[config.mk]
export PLATFORM = sky130hd
export DESIGN_NAME = interp_sequencer_10x
export DESIGN_NICKNAME = d
export VERILOG_FILES = /design/src/rtl/interp_sequencer_10x_pkg.sv /design/src/rtl/tick_gen_10x.sv /design/src/rtl/interp_sequencer_10x.sv
export SDC_FILE = /design/constraint.sdc
export NUM_CORES = 1
export LEC_CHECK = 0
export ABC_AREA = 1
export CAP_MARGIN = 30
export CORE_ASPECT_RATIO = 0.7
export CORE_MARGIN = 5
export CORE_UTILIZATION = 54
export DETAILED_ROUTE_END_ITERATION = 7
export PLACE_DENSITY = 0.85
export SETUP_SLACK_MARGIN = 0.5
export SLEW_MARGIN = 20
export SYNTH_ARGS = -nofsm -noshare
export SYNTH_HDL_FRONTEND = slang
export SYNTH_HIERARCHICAL = 1
export SYNTH_SLANG_ARGS = --single-unit
[constraint.sdc]
create_clock -name clk -period 5.4 [get_ports clk]
set_clock_uncertainty 0.1 [all_clocks]
set_input_delay 1.35 -clock clk [delete_from_list [all_inputs] [get_ports clk]]
set_output_delay 1.35 -clock clk [all_outputs]
set_load 0.02 [all_outputs]
[src/rtl/interp_sequencer_10x_pkg.sv]
// Shared constants and types for the 10x interpolation frame sequencer.
package interp_sequencer_10x_pkg;

    // Width of one base-rate sample.
    localparam int unsigned SAMPLE_W   = 8;

    // A frame is ten ticks long: phase 0 starts it, 8 is the MSB stage, 9 ends it.
    localparam int unsigned NUM_PHASES = 10;
    localparam int unsigned MSB_PHASE  = 8;
    localparam int unsigned END_PHASE  = 9;

    // Enough bits to hold phases 0..NUM_PHASES-1.
    localparam int unsigned PH_W       = 4;

    // Prescaler counter width; PRESCALE tops out at 255.
    localparam int unsigned PRE_W      = 8;

    typedef enum logic [1:0] {
        StIdle  = 2'd0,
        StRun   = 2'd1,
        StDrain = 2'd2
    } seq_state_e;

    // Phase successor with wrap from the last phase back to 0.
    function automatic logic [PH_W-1:0] next_phase(input logic [PH_W-1:0] ph);
        logic [PH_W-1:0] nxt;
        if (ph == PH_W'(NUM_PHASES - 1)) begin
            nxt = '0;
        end else begin
            nxt = ph + PH_W'(1);
        end
        return nxt;
    endfunction

endpackage

[src/rtl/tick_gen_10x.sv]
// Prescaler and frame-phase counter pair. Produces one tick every PRESCALE clks while
// enabled, and the phase (0..9) that the current/next tick belongs to.
module tick_gen_10x
    import interp_sequencer_10x_pkg::*;
#(
    parameter int unsigned PRESCALE = 4
) (
    input  logic            clk,
    input  logic            reset,   // active-low, deassertion already synchronised
    input  logic            enable,  // sequencer is framing this clk
    input  logic            clear,   // sequencer returns to idle after this clk
    output logic            tick,
    output logic [PH_W-1:0] ph
);

    logic [PRE_W-1:0] pre_cnt_q, pre_cnt_d;
    logic [PH_W-1:0]  ph_q, ph_d;

    // A tick is the first clk of every prescale period; never outside framing.
    assign tick = enable && (pre_cnt_q == '0);
    assign ph   = ph_q;

    // Next-state: wrap the prescaler, step the phase on each tick, zero both on clear.
    always_comb begin
        pre_cnt_d = pre_cnt_q;
        ph_d      = ph_q;
        if (clear) begin
            pre_cnt_d = '0;
            ph_d      = '0;
        end else if (enable) begin
            if (pre_cnt_q == PRE_W'(PRESCALE - 1)) begin
                pre_cnt_d = '0;
            end else begin
                pre_cnt_d = pre_cnt_q + PRE_W'(1);
            end
            if (tick) begin
                ph_d = next_phase(ph_q);
            end
        end
    end

    // Counter state registers.
    always_ff @(posedge clk or negedge reset) begin
        if (!reset) begin
            pre_cnt_q <= '0;
            ph_q      <= '0;
        end else begin
            pre_cnt_q <= pre_cnt_d;
            ph_q      <= ph_d;
        end
    end

endmodule

[src/rtl/interp_sequencer_10x.sv]
// 10x interpolation frame sequencer: frames of ten ticks, a one-entry input holding
// register, and a TAPS-deep sample window shifted once per frame.
module interp_sequencer_10x
    import interp_sequencer_10x_pkg::*;
#(
    parameter int unsigned PRESCALE = 4,
    parameter int unsigned TAPS     = 11
) (
    input  logic                       clk,
    input  logic                       reset,
    input  logic                       run,
    input  logic                       in_valid,
    output logic                       in_ready,
    input  logic [SAMPLE_W-1:0]        in_data,
    output logic                       clk_en,
    output logic                       clk_en_10x,
    output logic                       msb_stage,
    output logic                       end_stage,
    output logic [SAMPLE_W*TAPS-1:0]   win_data,
    output logic                       y_valid,
    output logic                       underrun,
    input  logic                       clr_underrun
);

    localparam int unsigned WIN_W = SAMPLE_W * TAPS;

    logic [1:0]          rst_sync_q;
    logic                rst_n;

    seq_state_e          state_q, state_d;
    logic                tick;
    logic [PH_W-1:0]     ph;

    logic                hold_full_q, hold_full_d;
    logic [SAMPLE_W-1:0] hold_data_q, hold_data_d;
    logic [WIN_W-1:0]    win_q, win_d;
    logic                underrun_q, underrun_d;
    logic                y_valid_q;

    logic                accept;
    logic                consume;
    logic [SAMPLE_W-1:0] insert;

    // Reset asserts asynchronously but releases only after two clean clk edges.
    always_ff @(posedge clk or negedge reset) begin
        if (!reset) begin
            rst_sync_q <= '0;
        end else begin
            rst_sync_q <= {rst_sync_q[0], 1'b1};
        end
    end

    assign rst_n = rst_sync_q[1];

    tick_gen_10x #(
        .PRESCALE (PRESCALE)
    ) u_tick_gen (
        .clk    (clk),
        .reset  (rst_n),
        .enable (state_q != StIdle),
        .clear  (state_d == StIdle),
        .tick   (tick),
        .ph     (ph)
    );

    // Strobes decode registered counter state only, so they cannot glitch.
    assign clk_en     = tick && (ph == '0);
    assign clk_en_10x = tick;
    assign msb_stage  = tick && (ph == PH_W'(MSB_PHASE));
    assign end_stage  = tick && (ph == PH_W'(END_PHASE));

    // Framing FSM. run=0 is honoured immediately only between the end tick and the
    // next frame start; inside a frame it parks in DRAIN so the frame completes.
    always_comb begin
        state_d = state_q;
        unique case (state_q)
            StIdle: begin
                if (run) begin
                    state_d = StRun;
                end
            end
            StRun: begin
                if (!run) begin
                    // Past the end tick (ph already wrapped to 0, not yet a tick).
                    if (end_stage || ((ph == '0) && !tick)) begin
                        state_d = StIdle;
                    end else begin
                        state_d = StDrain;
                    end
                end
            end
            StDrain: begin
                if (run) begin
                    state_d = StRun;
                end else if (end_stage) begin
                    state_d = StIdle;
                end
            end
            default: state_d = StIdle;
        endcase
    end

    // FSM state register.
    always_ff @(posedge clk or negedge rst_n) begin
        if (!rst_n) begin
            state_q <= StIdle;
        end else begin
            state_q <= state_d;
        end
    end

    // The holding register frees up on the clk that a running frame consumes it.
    assign consume  = clk_en && (state_q == StRun);
    assign in_ready = !hold_full_q || (clk_en && (state_q != StDrain));
    assign accept   = in_valid && in_ready;
    assign insert   = hold_full_q ? hold_data_q : '0;

    // Next-state for holding register, window and sticky underrun flag.
    always_comb begin
        hold_full_d = hold_full_q;
        hold_data_d = hold_data_q;
        win_d       = win_q;
        underrun_d  = underrun_q;
        if (consume) begin
            win_d       = {win_q[WIN_W-SAMPLE_W-1:0], insert};
            hold_full_d = 1'b0;
        end
        // Accepting on the consume clk refills the register with the new sample.
        if (accept) begin
            hold_full_d = 1'b1;
            hold_data_d = in_data;
        end
        if (clr_underrun) begin
            underrun_d = 1'b0;
        end else if (consume && !hold_full_q) begin
            underrun_d = 1'b1;
        end
    end

    // Datapath registers.
    always_ff @(posedge clk or negedge rst_n) begin
        if (!rst_n) begin
            hold_full_q <= 1'b0;
            hold_data_q <= '0;
            win_q       <= '0;
            underrun_q  <= 1'b0;
            y_valid_q   <= 1'b0;
        end else begin
            hold_full_q <= hold_full_d;
            hold_data_q <= hold_data_d;
            win_q       <= win_d;
            underrun_q  <= underrun_d;
            y_valid_q   <= end_stage;
        end
    end

    assign win_data = win_q;
    assign underrun = underrun_q;
    assign y_valid  = y_valid_q;

endmodule

==> metrics.md <==
| Metric | Value |
|---|---|
| Status | `finished, final reports clean` |
| Syn Inst Count | `541` |
| Relative slew margins | `47.6%` |
| CP Capture Type | `output port` |
| DIE WIDTH | `123 microns` |
| Total Wirelength | `12.6 mm` |
| Synthesis-to-layout area growth | `37.0%` |
| Yosys warns | `6` |
| Initial antenna violation count | `0` |
| Worst Setup Path Type | `register to output port` |
| Vias in the first global route | `4114` |
| R2R cell count | `10` |
| Starting Density | `56.2%` |
| Mapped Area | `4800 sq um` |
| Fmax | `244 MHz` |
| Total grt overflow | `0` |
| Simple-gate area share of the yosys netlist | `29.5%` |
| Pleak | `3.28 nW` |
| Cells after DPL | `744` |
| Number of hold buffers added after CTS | `0` |
| R2R setup slack | `2.12 ns` |
| Worst skew pair latency | `0.41 ns` |
| Mux contribution to synthesized area | `0%` |
| Data arrival, critical path | `2.65 ns` |
| Max_cap viols | `0` |
| Top-count cell post-synth | `nand2_1` |
| Core ar. | `8550 sq um` |
| Crit-path max FO | `8` |
| DRT Pass-1 Iters | `5` |
| Synth top area share | `59.9%` |
| CTS resizes | `0` |
| First-pass GRT wire length | `20.5 mm` |
| Count of cell types in the netlist | `28` |
| # port buffers | `107` |
| Min Tclk post-route | `4.10 ns` |
| Fin Setup TNS | `0 ns` |
| CTS Sinks | `115` |
| WP buf/inv | `3` |
| Unrepaired setup endpoints after global routing | `false` |
| Met3 usage | `7.40%` |
| Syn_nets | `558` |
| Final nets | `660` |
| DRT antenna net count | `0` |
| CP Data Required Time | `3.95 ns` |
| Critical-path cell list | `inv_1 > ha_1 > nand2_2 > nor3_4 > inv_1 > nor2_1 > nand2_1 > nor2_1 > clkdlybuf4s50_1` |
| RR Endpoint | `win_data[6]` |
| DRC Markers | `0` |
| Final critical-path share of the clock period | `76.0%` |
| Post-DP HPWL | `8.00 mm` |
| Met1 usage | `32.8%` |
| Asr flop ratio synth | `100%` |
| Wire per inst | `16.2 microns` |
| CP max stage cell | `clkdlybuf4s50_1` |
| Crit path max-delay family | `buffers and inverters` |
| Ranking of synthesized cells by area | `dfrtp_1 (60%), nand2_1 (15%), nand3_1 (9.1%), nor2_1 (2.3%), o21ai_0 (2.2%)` |
| Largest net degree at the start of global routing | `68` |
| Post-CTS repair timing setup buffer count | `0` |
| Pins Over Slew Limit | `0` |
| Power Dens Cells | `655 nW/um^2` |
| Syn avg cell area | `8.88 sq um` |
| Final worst slack | `1.30 ns` |
| Yosys top cell by area | `dfrtp_1` |
| GPL Wtd Cong | `0.866` |
| GR Util met2 | `38.6%` |
| Combinational family with the most area after synthesis | `simple AND/OR/NAND/NOR gates` |
| Chip height | `88.9 microns` |
| Total track usage | `24.5%` |
| Total power | `4.32 mW` |
| Post-synthesis xor/xnor area fraction | `0.729%` |
| Fin Hold WS | `0.255 ns` |
| Vias per inst | `5.39` |
| Cell Count, Final, Fillers Out | `776` |
| CTS tree | `built` |
| R2R Path Start | `u_tick_gen/pre_cnt_q[0]` |
| GRT Max-Usage Layer | `met2` |
| TritonCTS buffer count | `17` |
| Diode count | `0` |
| Via count of the routed design | `4183` |
| Primary FF master, synth | `dfrtp_1` |
| Worst Tran Pin Value | `0.787 ns` |
| Synth Register Bits | `115` |
| Worst hold path class | `register to asynchronous set/reset pin` |
| H-Tree Depth | `4` |
| Post-synthesis adder-cell area fraction | `1.04%` |
| Clk slew on worst S/H paths | `0.05 ns` |
| Full die area | `10900 sq um` |
| Number of synthesized flops with an enable pin | `0` |
| Std-Cell Rows | `28` |
| Clk buf depth | `2` |
| Hold Vio Cnt, Final | `0` |
| Max incr delay on CP | `0.64 ns` |
| Post-synth top cells | `nand2_1 (196), dfrtp_1 (115), nand3_1 (87)` |
| CP startpoint kind | `register` |
| Setup violators final | `0` |
| Compound-cell area share of the yosys netlist | `3.78%` |
| Iteration-0 DRC count of the detailed router | `409` |
| IO Pins | `108` |
| Sequential share of the synthesized area | `59.9%` |
| Root buf cell | `clkbuf_16` |
| Pre-CTS setup slack | `1.74 ns` |
| Ratio of cells with drive above 1 in the final layout | `8.08%` |
| Maximum vdd drop | `447 uV` |
## area by class of cell
cell class | instances | area (sq um)
flip-flops and latches | 115 | 2880
fillers | 600 | 1960
multi-input cells | 373 | 1700
repair buffers | 111 | 1110
clock buffers | 24 | 522
well taps | 120 | 150
clock inverters | 8 | 120
inverters | 25 | 93.8
## worst max path at each step
stage                             from             end  slack (ns)  cells after the start
2_1_floorplan            rst_sync_q[1]  hold_data_q[0]        1.86                      0
3_3_place_gp   u_tick_gen/pre_cnt_q[0]       end_stage        1.84                      9
3_5_place_dp   u_tick_gen/pre_cnt_q[0]       end_stage        1.74                      9
4_1_cts        u_tick_gen/pre_cnt_q[0]       end_stage        1.28                      9
5_1_grt        u_tick_gen/pre_cnt_q[0]       end_stage        1.17                      9
6_report       u_tick_gen/pre_cnt_q[0]       end_stage        1.30                      9
## worst reg2reg max path: cells and delay by family (launching register included)
family | cells | cell delay, ns
adders and majority gates | 1 | 0.17
AOI/OAI and AO/OA | 1 | 0.25
buffers and inverters | 4 | 1.17
DFF | 1 | 0.39
and+or+nand+nor | 4 | 1.11
## cells by family (layout without fill, tap and decap cells)
family / after synthesis / count (layout)
simple gates: 332 / 332
xor+xnor: 4 / 4
buf+inv: 53 / 168
fa+ha+maj: 4 / 4
compound gates: 32 / 32
other cells: 1 / 1
flops: 115 / 115
## through the flow
stage | cell area, sq um | utilization, %
2_1_floorplan | 4800 | -
3_3_place_gp | 5920 | 69.3
3_5_place_dp | 5940 | 69.5
4_1_cts | 6580 | 77.0
5_1_grt | 6580 | 77.0
6_report | 6580 | 77.0
## cells in the final DEF, fill, tap and decap left out
master,netlist,layout
nor2_1,30,29
a21boi_0,1,1
inv_1,23,23
a21oi_1,5,5
conb_1,1,1
nand4_1,5,5
nor2_4,0,2
or2_2,1,1
a21oi_2,5,5
clkinvlp_4,0,2
xor2_1,2,2
buf_4,2,3
bufinv_16,0,3
ha_1,4,4
buf_12,0,1
nand2_2,3,2
xnor2_1,2,2
nand2_1,196,196
nand3b_1,3,3
clkdlybuf4s50_1,0,107
dfrtp_1,115,114
nand3_1,87,87
nor2_2,4,3
dfrtp_4,0,1
clkinv_2,0,3
o21ai_0,21,21
clkbuf_8,0,7
nor3_4,1,1
clkinv_1,1,1
clkbuf_16,0,17
inv_2,1,1
nor3_1,1,1
nand2_4,0,1
and2_1,1,1
## routing by layer
| layer | wire length (microns) | vias up |
|---|---|---|
| li1 | - | 1942 |
| met1 | 5350 | 2032 |
| met5 | 0 | - |
| met2 | 6100 | 188 |
| met3 | 884 | 21 |
| met4 | 253 | 0 |
## power by group
group          switching (mW)  internal, mW  leakage [nW]
Sequential              0.265          1.16          1.51
Combinational            1.03         0.671          1.45
Clock                   0.376         0.809         0.314
Total                    1.67          2.64          3.28
## registers in the layout, indices dropped and copies added, names as in the netlist
name                  flops
u_tick_gen/ph             4
hold_data_q               8
hold_full_q               1
state_q                   2
win_data                 88
u_tick_gen/pre_cnt_q      8
underrun                  1
y_valid                   1
rst_sync_q                2
No activity file was read; power rests on OpenSTA's default activity.
